**config.mk**
```make
export PLATFORM = sky130hd
export DESIGN_NAME = press_array_flat
export DESIGN_NICKNAME = d
export VERILOG_FILES = /design/src/rtl/press_array_pkg.sv /design/src/rtl/press_array_if.sv /design/src/rtl/press_array_channel.sv /design/src/rtl/press_array.sv /design/src/flat_wrapper.sv
export SDC_FILE = /design/constraint.sdc
export NUM_CORES = 1
export LEC_CHECK = 0
export CORE_ASPECT_RATIO = 1.4
export CORE_MARGIN = 5
export CORE_UTILIZATION = 50
export CTS_CLUSTER_DIAMETER = 80
export DETAILED_ROUTE_END_ITERATION = 8
export GPL_ROUTABILITY_DRIVEN = 0
export GPL_TIMING_DRIVEN = 0
export PLACE_DENSITY = 0.81
export SLEW_MARGIN = 25
export SYNTH_ARGS = -nofsm -noshare
export SYNTH_HDL_FRONTEND = slang
export SYNTH_SLANG_ARGS = --single-unit
```
**constraint.sdc**
```tcl
create_clock -name clk -period 1.49 [get_ports clk]
set_input_delay 0.447 -clock clk [delete_from_list [all_inputs] [get_ports clk]]
set_output_delay 0.447 -clock clk [all_outputs]
set_load 0.05 [all_outputs]
```
**src/rtl/press_array_pkg.sv**
```systemverilog
// Shared types for the button front end: event modes and per-channel FSM states.
package press_pkg;

    // Event mode selected on the mode input; 2'b11 is reserved and behaves like PRESS.
    typedef enum logic [1:0] {
        MODE_RELEASE = 2'b00,
        MODE_PRESS   = 2'b01,
        MODE_REPEAT  = 2'b10
    } mode_t;

    // Per-channel event FSM states.
    typedef enum logic [1:0] {
        IDLE = 2'b00,
        HELD = 2'b01,
        RPT  = 2'b10
    } ch_state_t;

endpackage

```
**src/rtl/press_array_if.sv**
```systemverilog
// Key pins in, debounced levels and event pulses out.
interface press_array_if #(
    parameter int N_CH = 4
);
    logic [N_CH-1:0] buttons;
    logic [1:0]      mode;
    logic [N_CH-1:0] level;
    logic [N_CH-1:0] pulse;
    logic            pulse_any;

    modport master (output buttons, output mode, input level, input pulse, input pulse_any);
    modport slave  (input buttons, input mode, output level, output pulse, output pulse_any);
endinterface

```
**src/rtl/press_array_channel.sv**
```systemverilog
// One button channel: two-flop synchroniser, debounce counter, and event FSM.
module press_channel
    import press_pkg::*;
#(
    parameter int DEBOUNCE_CYCLES = 4,
    parameter int REPEAT_DELAY    = 10,
    parameter int REPEAT_PERIOD   = 3,
    parameter int ACTIVE_LOW      = 1
) (
    input  logic       clk,
    input  logic       reset,
    input  logic       button,
    input  logic [1:0] mode,
    output logic       level,
    output logic       pulse,
    output logic       pulse_nxt
);

    localparam int   CNT_W    = $clog2(DEBOUNCE_CYCLES + 1);
    localparam int   RPT_MAX  = (REPEAT_DELAY > REPEAT_PERIOD) ? REPEAT_DELAY : REPEAT_PERIOD;
    localparam int   RC_W     = $clog2(RPT_MAX + 1);
    localparam logic INV_BIT  = 1'(ACTIVE_LOW != 0);

    logic             s1_p0;
    logic             s2_p1;
    logic [CNT_W-1:0] cnt;
    logic             lvl_d;
    ch_state_t        state, state_nxt;
    logic [1:0]       ch_mode, ch_mode_nxt;
    logic [RC_W-1:0]  rc, rc_nxt;
    logic             rise, fall;

    assign rise = level & ~lvl_d;
    assign fall = ~level & lvl_d;

    // Synchronise the raw pin; inversion happens first so both flops hold "pressed" polarity.
    always_ff @(posedge clk) begin
        if (reset) begin
            s1_p0 <= 1'b0;
            s2_p1 <= 1'b0;
        end else begin
            s1_p0 <= button ^ INV_BIT;
            s2_p1 <= s1_p0;
        end
    end

    // Accept a new level only after DEBOUNCE_CYCLES consecutive disagreeing samples.
    always_ff @(posedge clk) begin
        if (reset) begin
            cnt   <= '0;
            level <= 1'b0;
        end else if (s2_p1 == level) begin
            cnt   <= '0;
        end else if (cnt == CNT_W'(DEBOUNCE_CYCLES - 1)) begin
            level <= s2_p1;
            cnt   <= '0;
        end else begin
            cnt   <= cnt + CNT_W'(1);
        end
    end

    // FSM state, latched mode, repeat counter, edge-detect history and registered pulse.
    always_ff @(posedge clk) begin
        if (reset) begin
            state   <= IDLE;
            ch_mode <= MODE_RELEASE;
            rc      <= '0;
            lvl_d   <= 1'b0;
            pulse   <= 1'b0;
        end else begin
            state   <= state_nxt;
            ch_mode <= ch_mode_nxt;
            rc      <= rc_nxt;
            lvl_d   <= level;
            pulse   <= pulse_nxt;
        end
    end

    // Next-state: leave IDLE on a press, return to IDLE on release.
    always_comb begin
        state_nxt = state;
        unique case (state)
            IDLE: if (rise) state_nxt = (mode == MODE_REPEAT) ? RPT : HELD;
            HELD: if (fall) state_nxt = IDLE;
            RPT:  if (fall) state_nxt = IDLE;
            default: state_nxt = IDLE;
        endcase
    end

    // Outputs: event pulse, mode capture at press, repeat countdown (a release beats a due repeat).
    always_comb begin
        pulse_nxt   = 1'b0;
        ch_mode_nxt = ch_mode;
        rc_nxt      = rc;
        unique case (state)
            IDLE: begin
                if (rise) begin
                    ch_mode_nxt = mode;
                    pulse_nxt   = (mode != MODE_RELEASE);
                    rc_nxt      = RC_W'(REPEAT_DELAY - 1);
                end
            end
            HELD: begin
                if (fall) pulse_nxt = (ch_mode == MODE_RELEASE);
            end
            RPT: begin
                if (fall) begin
                    rc_nxt = '0;
                end else if (rc == '0) begin
                    pulse_nxt = 1'b1;
                    rc_nxt    = RC_W'(REPEAT_PERIOD - 1);
                end else begin
                    rc_nxt = rc - RC_W'(1);
                end
            end
            default: begin
                pulse_nxt = 1'b0;
            end
        endcase
    end

endmodule

```
**src/rtl/press_array.sv**
```systemverilog
// Multi-channel button front end: N_CH independent channels plus a combined event flag.
module press_array
    import press_pkg::*;
#(
    parameter int N_CH            = 4,
    parameter int DEBOUNCE_CYCLES = 4,
    parameter int REPEAT_DELAY    = 10,
    parameter int REPEAT_PERIOD   = 3,
    parameter int ACTIVE_LOW      = 1
) (
    input  logic          clk,
    input  logic          reset,
    press_array_if.slave  bus
);

    logic [N_CH-1:0] level_w;
    logic [N_CH-1:0] pulse_w;
    logic [N_CH-1:0] pulse_nxt_w;
    logic            pulse_any_r;

    for (genvar g = 0; g < N_CH; g++) begin : g_ch
        press_channel #(
            .DEBOUNCE_CYCLES (DEBOUNCE_CYCLES),
            .REPEAT_DELAY    (REPEAT_DELAY),
            .REPEAT_PERIOD   (REPEAT_PERIOD),
            .ACTIVE_LOW      (ACTIVE_LOW)
        ) u_ch (
            .clk       (clk),
            .reset     (reset),
            .button    (bus.buttons[g]),
            .mode      (bus.mode),
            .level     (level_w[g]),
            .pulse     (pulse_w[g]),
            .pulse_nxt (pulse_nxt_w[g])
        );
    end

    // Register the OR of next-cycle pulses so pulse_any lines up with pulse.
    always_ff @(posedge clk) begin
        if (reset) pulse_any_r <= 1'b0;
        else       pulse_any_r <= |pulse_nxt_w;
    end

    assign bus.level     = level_w;
    assign bus.pulse     = pulse_w;
    assign bus.pulse_any = pulse_any_r;

endmodule
```
**src/flat_wrapper.sv**
```systemverilog
// flat-port wrapper written by rule: the top's interface ports become plain ports
module press_array_flat import press_pkg::*;
#(
    parameter int N_CH            = 4,
    parameter int DEBOUNCE_CYCLES = 4,
    parameter int REPEAT_DELAY    = 10,
    parameter int REPEAT_PERIOD   = 3,
    parameter int ACTIVE_LOW      = 1
)
  (clk, reset, bus_buttons, bus_mode, bus_level, bus_pulse, bus_pulse_any);
  press_array_if #(.N_CH(N_CH)) bus_i ();
  input  logic clk;
  input  logic reset;
  input wire logic [$bits(bus_i.buttons)-1:0] bus_buttons;
  input wire logic [$bits(bus_i.mode)-1:0] bus_mode;
  output wire logic [$bits(bus_i.level)-1:0] bus_level;
  output wire logic [$bits(bus_i.pulse)-1:0] bus_pulse;
  output wire logic [$bits(bus_i.pulse_any)-1:0] bus_pulse_any;
  assign bus_i.buttons = bus_buttons;
  assign bus_i.mode = bus_mode;
  assign bus_level = bus_i.level;
  assign bus_pulse = bus_i.pulse;
  assign bus_pulse_any = bus_i.pulse_any;
  press_array #(.N_CH(N_CH), .DEBOUNCE_CYCLES(DEBOUNCE_CYCLES), .REPEAT_DELAY(REPEAT_DELAY), .REPEAT_PERIOD(REPEAT_PERIOD), .ACTIVE_LOW(ACTIVE_LOW)) u_core (.clk(clk), .reset(reset), .bus(bus_i));
endmodule
```
==> results.py, run 1 <==
metrics = {
    "setup_path": {
        "cp_slowest_cell": "dfxtp_1",
        "end_kind": "output pin",
        "cp_slowest_stage_delay_ns": 0.32,
        "cp_max_fo": 1,
        "path_delay_family": "buffers and inverters",
        "cp_data_required_time_ns": 1.04,
        "crit_buf_inv": 2,
        "worstSetupPathType": "reg -> out",
        "critPathLaunchType": "flip-flop",
        "crit_arrival_ns": 1.01,
        "crit_chain": "buf_4 -> buf_2",
    },
    "timing": {
        "worstMarginPinSlew_ns": 0.453,
        "slew_headroom_pct": 69.8,
        "hold-worst-slack_ns": 0.429,
        "hold_viol_final": 0,
        "fin_crit_ns": 1.45,
        "finalSetupTns_ns": 0,
        "skew_ns": 0.00670,
        "worst_slack_ns": 0.0355,
        "max_freq_ghz": 0.688,
        "slew_viol_final": 0,
        "final-setup-viol-count": 0,
        "rsz0062_at_grt": "true",
        "fin_crit_sh_pct": 97.6,
    },
    "placement": {
        "dp_hpwl_mm": 4.63,
        "port_buffers": 16,
        "dpl-instance-area_sq_um": 3570,
        "dpl_worst_slack_ns": -0.670,
    },
    "drt": {
        "drt_iter0_drc": 85,
        "post-route-drc-count": 0,
        "avgViaCountPerCell": 5.47,
        "ant_nets": 0,
        "firstDrtPassIters": 4,
        "drt-total-wl_mm": 6.85,
        "routedWlPerCell_um": 14.2,
        "num_vias": 2644,
    },
    "global_route": {
        "antenna_found_initial": 0,
        "grt_pass1_wl_mm": 11.5,
        "grt_pass1_vias": 2591,
        "top_usage_layer": "met2",
        "overflow": 0,
        "met1_usage_pct": 18.2,
        "gr-usage-met3_pct": 5.08,
        "grt_max_degree": 13,
        "grt_usage_pct": 17.4,
        "use_met2_pct": 31.7,
    },
    "synth": {
        "synthTopCellsByCount": "dfxtp_1, nor2_1, inv_1",
        "synth_top_area_share_pct": 39.2,
        "syn_nets": 397,
        "syn_avg_cell_area_sq_um": 9.20,
        "synth_edf_count": 0,
        "yosysWarnings": 0,
        "synth_area_leaders": "dfxtp_1, ha_1, nor2_1, mux2i_1, inv_1",
        "seq_area_frac_synth_pct": 39.2,
        "async_flop_share_pct": 0,
        "ys_ff_latch": 65,
        "synth_top_area_cell": "dfxtp_1",
        "yosysUniqueCellTypes": 55,
        "synth_area_sq_um": 3320,
        "synth_flop_cell": "dfxtp_1",
        "synthCells": 361,
        "synth_most_common_cell": "dfxtp_1",
    },
    "clocking": {
        "cts_tree": "yes",
        "insertion_delay_ns": 0.35,
        "htreeDepth": 3,
        "clockRootBuffer": "clkbuf_8",
        "cts_sinks": 65,
        "cts_buffer_depth": 2,
        "numCtsBuffers": 9,
        "path_clk_slew_ns": 0.07,
    },
    "floorplan": {
        "rows": 35,
        "core-area_sq_um": 6530,
        "die-area_sq_um": 8390,
        "die_x_um": 78.9,
        "start_util_pct": 50.9,
        "ios": 17,
        "chipHeight_um": 106,
    },
    "cells_and_area": {
        "fin_nets": 440,
        "final_area_sq_um": 4110,
        "num_antenna_cells": 0,
        "area_delta_synth_final_pct": 23.8,
        "num-fill-cells": 522,
        "multiInputGateArea_sq_um": 1920,
        "drive_gt1_share_pct": 32.0,
        "seq_area_sq_um": 1320,
        "fin_util_pct": 63.0,
    },
    "power_and_ir_drop": {
        "seqPwrFrac_pct": 47.0,
        "comb_power_share_pct": 2.5,
        "p_int_w": 0.00295,
        "p_leak_nw": 1.64,
        "ir_drop_uv": 665,
        "pwr-share-clk_pct": 50.5,
        "p_sw_w": 0.000782,
        "cellPowerDensity_nw_per_um2": 907,
        "swShare_pct": 21.0,
    },
    "flow_run": {
        "maxCapViolations": 0,
    },
    "status": {
        "status": "completed",
    },
    "hold_path": {
        "hold_class": "reg -> reg",
    },
}
==> per-layer routing <==
metal / up-vias / share of wire, %
li1: 1310 / -
met1: 1283 / 40
met2: 41 / 54
met3: 10 / 4.1
met4: 0 / 1.9
met5: - / 0
==> what timing repair did <==
action / in CTS / in global routing
resized for setup: 81 / 43
setup buffers: 7 / 11
hold buffers: 0 / 0
endpoints found under the setup margin: 51 / 24
pin swaps: 8 / 7
==> final cells by class <==
type / count / share of cell area (%)
Buffer: 19 / 3.44
Sequential cell: 65 / 32.2
Multi-Input combinational cell: 244 / 46.7
Inverter: 31 / 2.83
Clock inverter: 6 / 2.77
Clock buffer: 10 / 3.35
Timing Repair Buffer: 34 / 6.48
Tap cell: 74 / 2.25
==> cells in the final DEF (no fill, tap or decap), types with 5 or more instances in the layout <==
| master | netlist | routed |
|---|---|---|
| buf_6 | 2 | 5 |
| a21oi_1 | 13 | 12 |
| clkbuf_8 | 0 | 10 |
| nand2b_1 | 12 | 11 |
| ha_2 | 0 | 5 |
| nor3_2 | 4 | 5 |
| mux2i_1 | 12 | 12 |
| clkdlybuf4s50_1 | 0 | 5 |
| dfxtp_2 | 0 | 14 |
| nor3_1 | 23 | 22 |
| dfxtp_1 | 65 | 50 |
| nand2_1 | 9 | 9 |
| o21ba_2 | 7 | 7 |
| inv_1 | 31 | 23 |
| inv_2 | 0 | 8 |
| nor2b_1 | 9 | 9 |
| buf_2 | 5 | 6 |
| nor2_1 | 54 | 53 |
| ha_1 | 28 | 21 |
| buf_4 | 8 | 28 |
==> final timing paths <==
kind / from / end / slack, ns / cells past startpoint
worst max-delay path: u_core.g_ch[2].u_ch.pulse / bus_pulse[2] / 0.04 / 2
worst min-delay path: u_core.g_ch[3].u_ch.cnt[0] / u_core.g_ch[3].u_ch.cnt[0] / 0.43 / 1
worst max register to register: u_core.g_ch[0].u_ch.state[0] / u_core.bus.pulse_any / 0.04 / 5
worst min register to register: u_core.g_ch[3].u_ch.cnt[0] / u_core.g_ch[3].u_ch.cnt[0] / 0.43 / 1
==> registers in the layout, summed over array words and instances (netlist names) <==
name                      count
u_core.g_ch.u_ch.rc          16
u_core.g_ch.u_ch.lvl_d        4
u_core.g_ch.u_ch.ch_mode      8
u_core.bus.pulse_any          1
u_core.g_ch.u_ch.s2_p1        4
u_core.g_ch.u_ch.state        8
u_core.g_ch.u_ch.level        4
u_core.g_ch.u_ch.pulse        4
u_core.g_ch.u_ch.s1_p0        4
u_core.g_ch.u_ch.cnt         12
==> power by group through the flow <==
stage / Clock, W / Combinational [W] / Sequential (W)
detailed placement: 0 / 0.0000897 / 0.00180
CTS: 0.00191 / 0.0000918 / 0.00175
global placement: 0 / 0.0000887 / 0.00179
global route: 0.00199 / 0.000102 / 0.00175
floorplan: 0 / 0.0000441 / 0.00179
finish: 0.00188 / 0.0000923 / 0.00175
==> kinds of logic after synthesis <==
logic type	Yosys count	synth area share, %
multiplexers	13	3.96
XOR/XNOR	6	1.58
AND/OR/NAND/NOR	138	23.5
flip-flops	65	39.2
buffers and inverters	52	7.46
AO/OA/AOI/OAI	59	13.8
adder cells (fa/ha/maj)	28	10.6
==> through the flow <==
step           cells  power (W)
4_1_cts          472    0.00376
6_report         483    0.00373
3_5_place_dp     451    0.00189
5_1_grt          483    0.00384
3_3_place_gp     451    0.00188
2_1_floorplan    361    0.00184
No activity file was read; power rests on OpenSTA's default activity.
==> inputs of run 2 (changes only) <==
Settings changed: CELL_PAD_IN_SITES_DETAIL_PLACEMENT set to 1, CELL_PAD_IN_SITES_GLOBAL_PLACEMENT set to 1, CORE_UTILIZATION 50 to 42, PLACE_DENSITY 0.81 to 0.86, RECOVER_POWER set to 50.
==> run 2 against run 1 <==
  * Worst setup slack better by 0.0069 ns
  * Total power is 14% lower
  * Via count is 0.68% lower
  * Maximum frequency is 0.47% higher
  * Wire length is 14% higher
==> results.py, run 2 (synthesis gave the netlist of run 1 again) <==
metrics = {
    "status": {
        "status": "completed",
    },
    "global_route": {
        "grt_usage_pct": 17.1,
        "use_met2_pct": 33.1,
        "grt_pass1_wl_mm": 13.1,
        "met1_usage_pct": 17.0,
        "gr-usage-met3_pct": 4.87,
        "grt_max_degree": 11,
        "grt_pass1_vias": 2890,
        "top_usage_layer": "met2",
        "overflow": 0,
        "antenna_found_initial": 0,
    },
    "hold_path": {
        "min_from": "u_core.g_ch[0].u_ch.cnt[0]",
        "hold_end": "u_core.g_ch[0].u_ch.cnt[0]",
        "hold_class": "reg -> reg",
        "worstHoldPathCells": 1,
    },
    "clocking": {
        "ctsHoldBuffers": 0,
        "path_clk_slew_ns": 0.07,
        "clockRootBuffer": "clkbuf_8",
        "cts_buffer_depth": 2,
        "cts_tree": "yes",
        "insertion_delay_ns": 0.36,
        "cts_sinks": 65,
        "numCtsBuffers": 9,
        "htreeDepth": 3,
    },
    "floorplan": {
        "die_x_um": 85.2,
        "rows": 38,
        "start_util_pct": 42.8,
        "die-area_sq_um": 9810,
        "chipHeight_um": 115,
        "ios": 17,
        "core-area_sq_um": 7750,
    },
    "timing": {
        "final-setup-viol-count": 0,
        "max_freq_ghz": 0.691,
        "worst_slack_ns": 0.0424,
        "fin_crit_ns": 1.45,
        "fin_crit_sh_pct": 97.2,
        "skew_ns": 0.00868,
        "slew_viol_final": 0,
        "worstMarginPinSlew_ns": 0.459,
        "slew_headroom_pct": 69.4,
        "finalSetupTns_ns": 0,
        "hold_viol_final": 0,
    },
    "cells_and_area": {
        "multiInputGateArea_sq_um": 1940,
        "top_register": "u_core.g_ch.u_ch.rc",
        "layout_commonest_cell": "nor2_1",
        "finalNonFillerCells": 505,
        "drive_gt1_share_pct": 31.1,
        "final_area_sq_um": 4070,
        "seq_area_sq_um": 1320,
        "fin_nets": 436,
        "num_antenna_cells": 0,
        "fin_util_pct": 52.5,
        "largest_reg_flops": 16,
        "layout_common_cells": "nor2_1, dfxtp_1, nor3_1, buf_4, inv_1",
        "num-fill-cells": 890,
        "reg_top3": "u_core.g_ch.u_ch.rc (16), u_core.g_ch.u_ch.cnt (12)",
        "area_delta_synth_final_pct": 22.5,
    },
    "power_and_ir_drop": {
        "p_leak_nw": 1.59,
        "cellPowerDensity_nw_per_um2": 790,
        "ir_drop_uv": 524,
    },
    "setup_path": {
        "critPathLaunchType": "flip-flop",
        "cp_slowest_stage_delay_ns": 0.31,
        "cp_data_required_time_ns": 1.04,
        "path_delay_family": "buffers and inverters",
        "r2r_slack_ns": 0.07,
        "crit_chain": "buf_4 -> buf_2",
        "rr_endpoint": "u_core.g_ch[3].u_ch.state[1]",
        "cp.depth": 2,
        "crit_buf_inv": 2,
        "worstSetupPathType": "reg -> out",
        "cp_slowest_cell": "dfxtp_1",
        "cp_max_fo": 1,
        "crit_arrival_ns": 1.00,
        "rr_worst_depth": 7,
        "end_kind": "output pin",
        "r2r-start": "u_core.g_ch[3].u_ch.state[0]",
    },
    "drt": {
        "post-route-drc-count": 0,
        "drt-total-wl_mm": 7.81,
        "avgViaCountPerCell": 5.20,
        "drt_iter0_drc": 62,
        "ant_nets": 0,
        "num_vias": 2626,
        "firstDrtPassIters": 4,
        "routedWlPerCell_um": 15.5,
    },
    "placement": {
        "dp_hpwl_mm": 5.54,
        "dp_cells": 477,
        "dpl_worst_slack_ns": -0.649,
        "dpl-instance-area_sq_um": 3610,
        "port_buffers": 16,
    },
    "flow_run": {
        "maxCapViolations": 0,
    },
}
run 2: final cells by class:
type / instances / share of cell area, %
repair buffers: 30 / 6.00
well taps: 100 / 3.08
clock buffers: 14 / 4.00
plain buffers: 19 / 3.54
inverters: 31 / 2.86
multi-input cells: 244 / 47.8
flip-flops and latches: 65 / 32.5
clock inverters: 2 / 0.308
run 2: power breakdown:
group          internal, W  leakage, nW   total, W  switching [W]
registers          0.00175        0.533    0.00175     0.00000563
clock network     0.000694       0.0867    0.00137       0.000672
logic            0.0000377        0.972  0.0000942      0.0000565
run 2: layer usage:
layer / up-vias / share of wire (%)
met5: - / 0
met4: 0 / 2.1
met3: 14 / 2.8
met2: 23 / 56
met1: 1288 / 39
li1: 1301 / -
run 2: worst register-to-register path, stage by stage (launching register included):
cell and delay [ns]:
dfxtp_2 0.33, inv_1 0.10, ha_2 0.19, buf_6 0.13, nand3b_4 0.12, buf_4 0.16
nor3_1 0.17, o21ba_2 0.17
run 2: stage by stage:
stage          power (W)  hold WS (ns)
2_1_floorplan    0.00184         0.399
3_3_place_gp     0.00188         0.407
6_report         0.00321         0.425
3_5_place_dp     0.00189         0.422
4_1_cts          0.00326         0.432
5_1_grt          0.00336         0.439
run 2: how the worst max path moves through the flow:
stage / start / end / slack, ns
final: u_core.g_ch[3].u_ch.pulse / bus_pulse[3] / 0.04
after floorplan: u_core.g_ch[2].u_ch.state[0] / u_core.bus.pulse_any / 0.03
after global routing: u_core.g_ch[2].u_ch.state[0] / u_core.g_ch[2].u_ch.pulse / -0.01
after detailed placement: bus_mode[0] / u_core.bus.pulse_any / -0.65
after CTS: u_core.g_ch[2].u_ch.rc[0] / u_core.g_ch[2].u_ch.rc[3] / 0.0005
after global placement: bus_mode[0] / u_core.bus.pulse_any / -0.63
run 2: timing repair:
action	4_1_cts	5_1_grt
cloned	0	0
endpoints found under the setup margin	51	27
buffers inserted	6	8
endpoints found under the hold margin	0	0
pin swaps	7	10
resized for setup	84	46
==> patch (settings of run 1) <==
The 3 states of `ch_state_t` get a one-hot encoding in 3 bits.
--- a/src/rtl/press_array_pkg.sv
+++ b/src/rtl/press_array_pkg.sv
@@ -11,6 +11,6 @@
     // Per-channel event FSM states.
-    typedef enum logic [1:0] {
-        IDLE = 2'b00,
-        HELD = 2'b01,
-        RPT  = 2'b10
+    typedef enum logic [2:0] {
+        IDLE = 3'b001,
+        HELD = 3'b010,
+        RPT  = 3'b100
     } ch_state_t;
Behaviour: no difference found for any inputs over 10 cycles, from zero or initial values and one cycle with reset high; not proved beyond that.
==> patch against run 1 <==
- synthesized area decreased by 6.1%
- count of clock-buffer cells in the layout decreased by 1
- synthesized cell count decreased by 3.6%
- sequential cell count increased by 4
- total power increased by 1.9%
- combinational power increased by 2.2%
- die area decreased by 5.4%
- highest routed layer unchanged
- the flow now finishes with violations (setup timing)
- non-clock buffer count increased by 2
- largest cell class unchanged
- wire length increased by 8.3%
- worst setup slack got worse by 0.038 ns
- clock skew increased by 0.0030 ns
- core utilization increased by 2.1 points
- worst hold slack got worse by 0.0070 ns
- final area decreased by 3.0%
==> patch: results (changes against run 1) <==
[cells_and_area]
fin_cells=468  ; -3.1%
top_regs=u_core.g_ch.u_ch.rc x16, u_core.g_ch.u_ch.cnt x12, u_core.g_ch.u_ch.state x12
final_nets=411  ; -6.6%
final.fill_count=473  ; -9.4%

[place]
post-place-ws_ns=-0.611  ; +0.0595 ns
dp.cells=435  ; -3.5%
io_buffers=15  ; -1
hpwl_um=4310  ; -7.1%

[outcome]
violations=setup timing
outcome=complete, but fails checks

[logic_synthesis]
syn_nets=368  ; -7.3%
yosysSeqAreaShare_pct=44.3  ; +5.1 points
synthTopCellsByArea=dfxtp_1 44%, nor2_1 6.6%, ha_1 4.8%
syn_avg_cell_area_um2=8.96  ; -2.6%
netlist_top_cells_count=69 x dfxtp_1, 55 x nor2_1, 26 x nor3_1
ys_types=42  ; -24%

[grt]
grt_start_max_net_pins=14  ; +1
grtUsageTotal_pct=17.5  ; +0.023 points
grt_pass1_wl_um=11100  ; -3.5%
grt_pass1_vias=2545  ; -1.8%

[worst_setup_path]
reg2reg_from=u_core.g_ch[0].u_ch.lvl_d
worstPathMaxFanout=8  ; +7
worstPathArrival_ns=1.69  ; +0.68 ns
reg2reg_slack_ns=0.01  ; -0.03 ns

[timing]
max-slew-margin-rel_pct=53.8  ; -16 points
setup_viol=1  ; +1
clock_skew_ns=0.00970  ; +0.00301 ns
finalWorstSetupSlack_ns=-0.00237  ; -0.0379 ns

[clock_tree]
cts_root_buffer=clkbuf_8

[drt]
viasPerCell=5.67  ; +3.5%
drt-total-wl_um=7420  ; +8.3%
drtIter0Drc=173  ; +100%

[hold_path]
min_to=u_core.g_ch[1].u_ch.cnt[0]

[floorplanning]
placementRows=34  ; -2.9%

[power]
ir_drop_uv=621  ; -6.5%

[patch: final cells by class]
class / count / area share (%)
inverter: 20 / 1.88
clock inverter: 7 / 3.01
multi-input combinational: 236 / 43.1
tap: 72 / 2.26
sequential: 69 / 36.0
buffer: 21 / 3.54
timing repair buffer: 34 / 7.06
clock buffer: 9 / 3.11
[patch: through the flow]
stage | total power, mW | instance area, um^2 | TNS (ns) | hold slack, ns
after floorplan | 1.95 | 3120 | 0 | 0.399
after global placement | 1.99 | 3360 | -16.41 | 0.407
after detailed placement | 1.99 | 3360 | -17.39 | 0.415
after CTS | 3.83 | 3740 | 0 | 0.426
after global routing | 3.92 | 3990 | -0.345 | 0.443
final | 3.80 | 3990 | -0.00237 | 0.422
[patch: timing repair]
item	CTS	global route
setup endpoints to repair	38	34
gates resized for setup	95	55
setup buffers	8	11
pin swaps	8	16
[patch: per-layer routing]
metal  part of all wire (%)  GRT usage [%]  vias up
met3                    3.7           4.33       25
met5                      0              0        -
met4                    3.8           11.8        0
met1                     39           17.7     1290
met2                     54           31.6       68
li1                       -              -     1269
[patch: cell families (layout without fill, tap and decap cells)]
kind of cell	after synthesis	after routing	synth area share (%)
buffers and inverters	43	91	6.38
multiplexers	16	16	5.22
XOR/XNOR	8	8	2.25
flip-flops	69	69	44.3
AO/OA/AOI/OAI	52	52	10.8
adder cells (fa/ha/maj)	12	12	4.82
AND/OR/NAND/NOR	148	148	26.3
[patch: worst max-delay path, stage by stage]
cell and delay, ns:
dlygate4sd2_1 0.40, nor2b_1 0.21, clkbuf_2 0.25, o21ai_0 0.13, a21oi_1 0.18, nor3_1 0.07
[patch: power breakdown]
| group | internal, mW | switching (mW) |
|---|---|---|
| Sequential | 1.84 | 0.00583 |
| Combinational | 0.0334 | 0.0609 |
| Clock | 1.12 | 0.743 |
| Total | 2.99 | 0.809 |
[patch: worst max-delay path by stage]
stage                                             from                      endpoint  slack (ns)  depth (start not counted)
after global routing                       bus_mode[1]  u_core.g_ch[3].u_ch.state[1]       -0.06                          6
after CTS                                        reset     u_core.g_ch[2].u_ch.pulse      0.0006                          4
final                                      bus_mode[1]  u_core.g_ch[1].u_ch.state[1]      -0.002                          6
after detailed placement                   bus_mode[1]          u_core.bus.pulse_any       -0.61                          4
after global placement                     bus_mode[0]          u_core.bus.pulse_any       -0.62                          4
after floorplan           u_core.g_ch[2].u_ch.state[2]          u_core.bus.pulse_any        0.04                          5
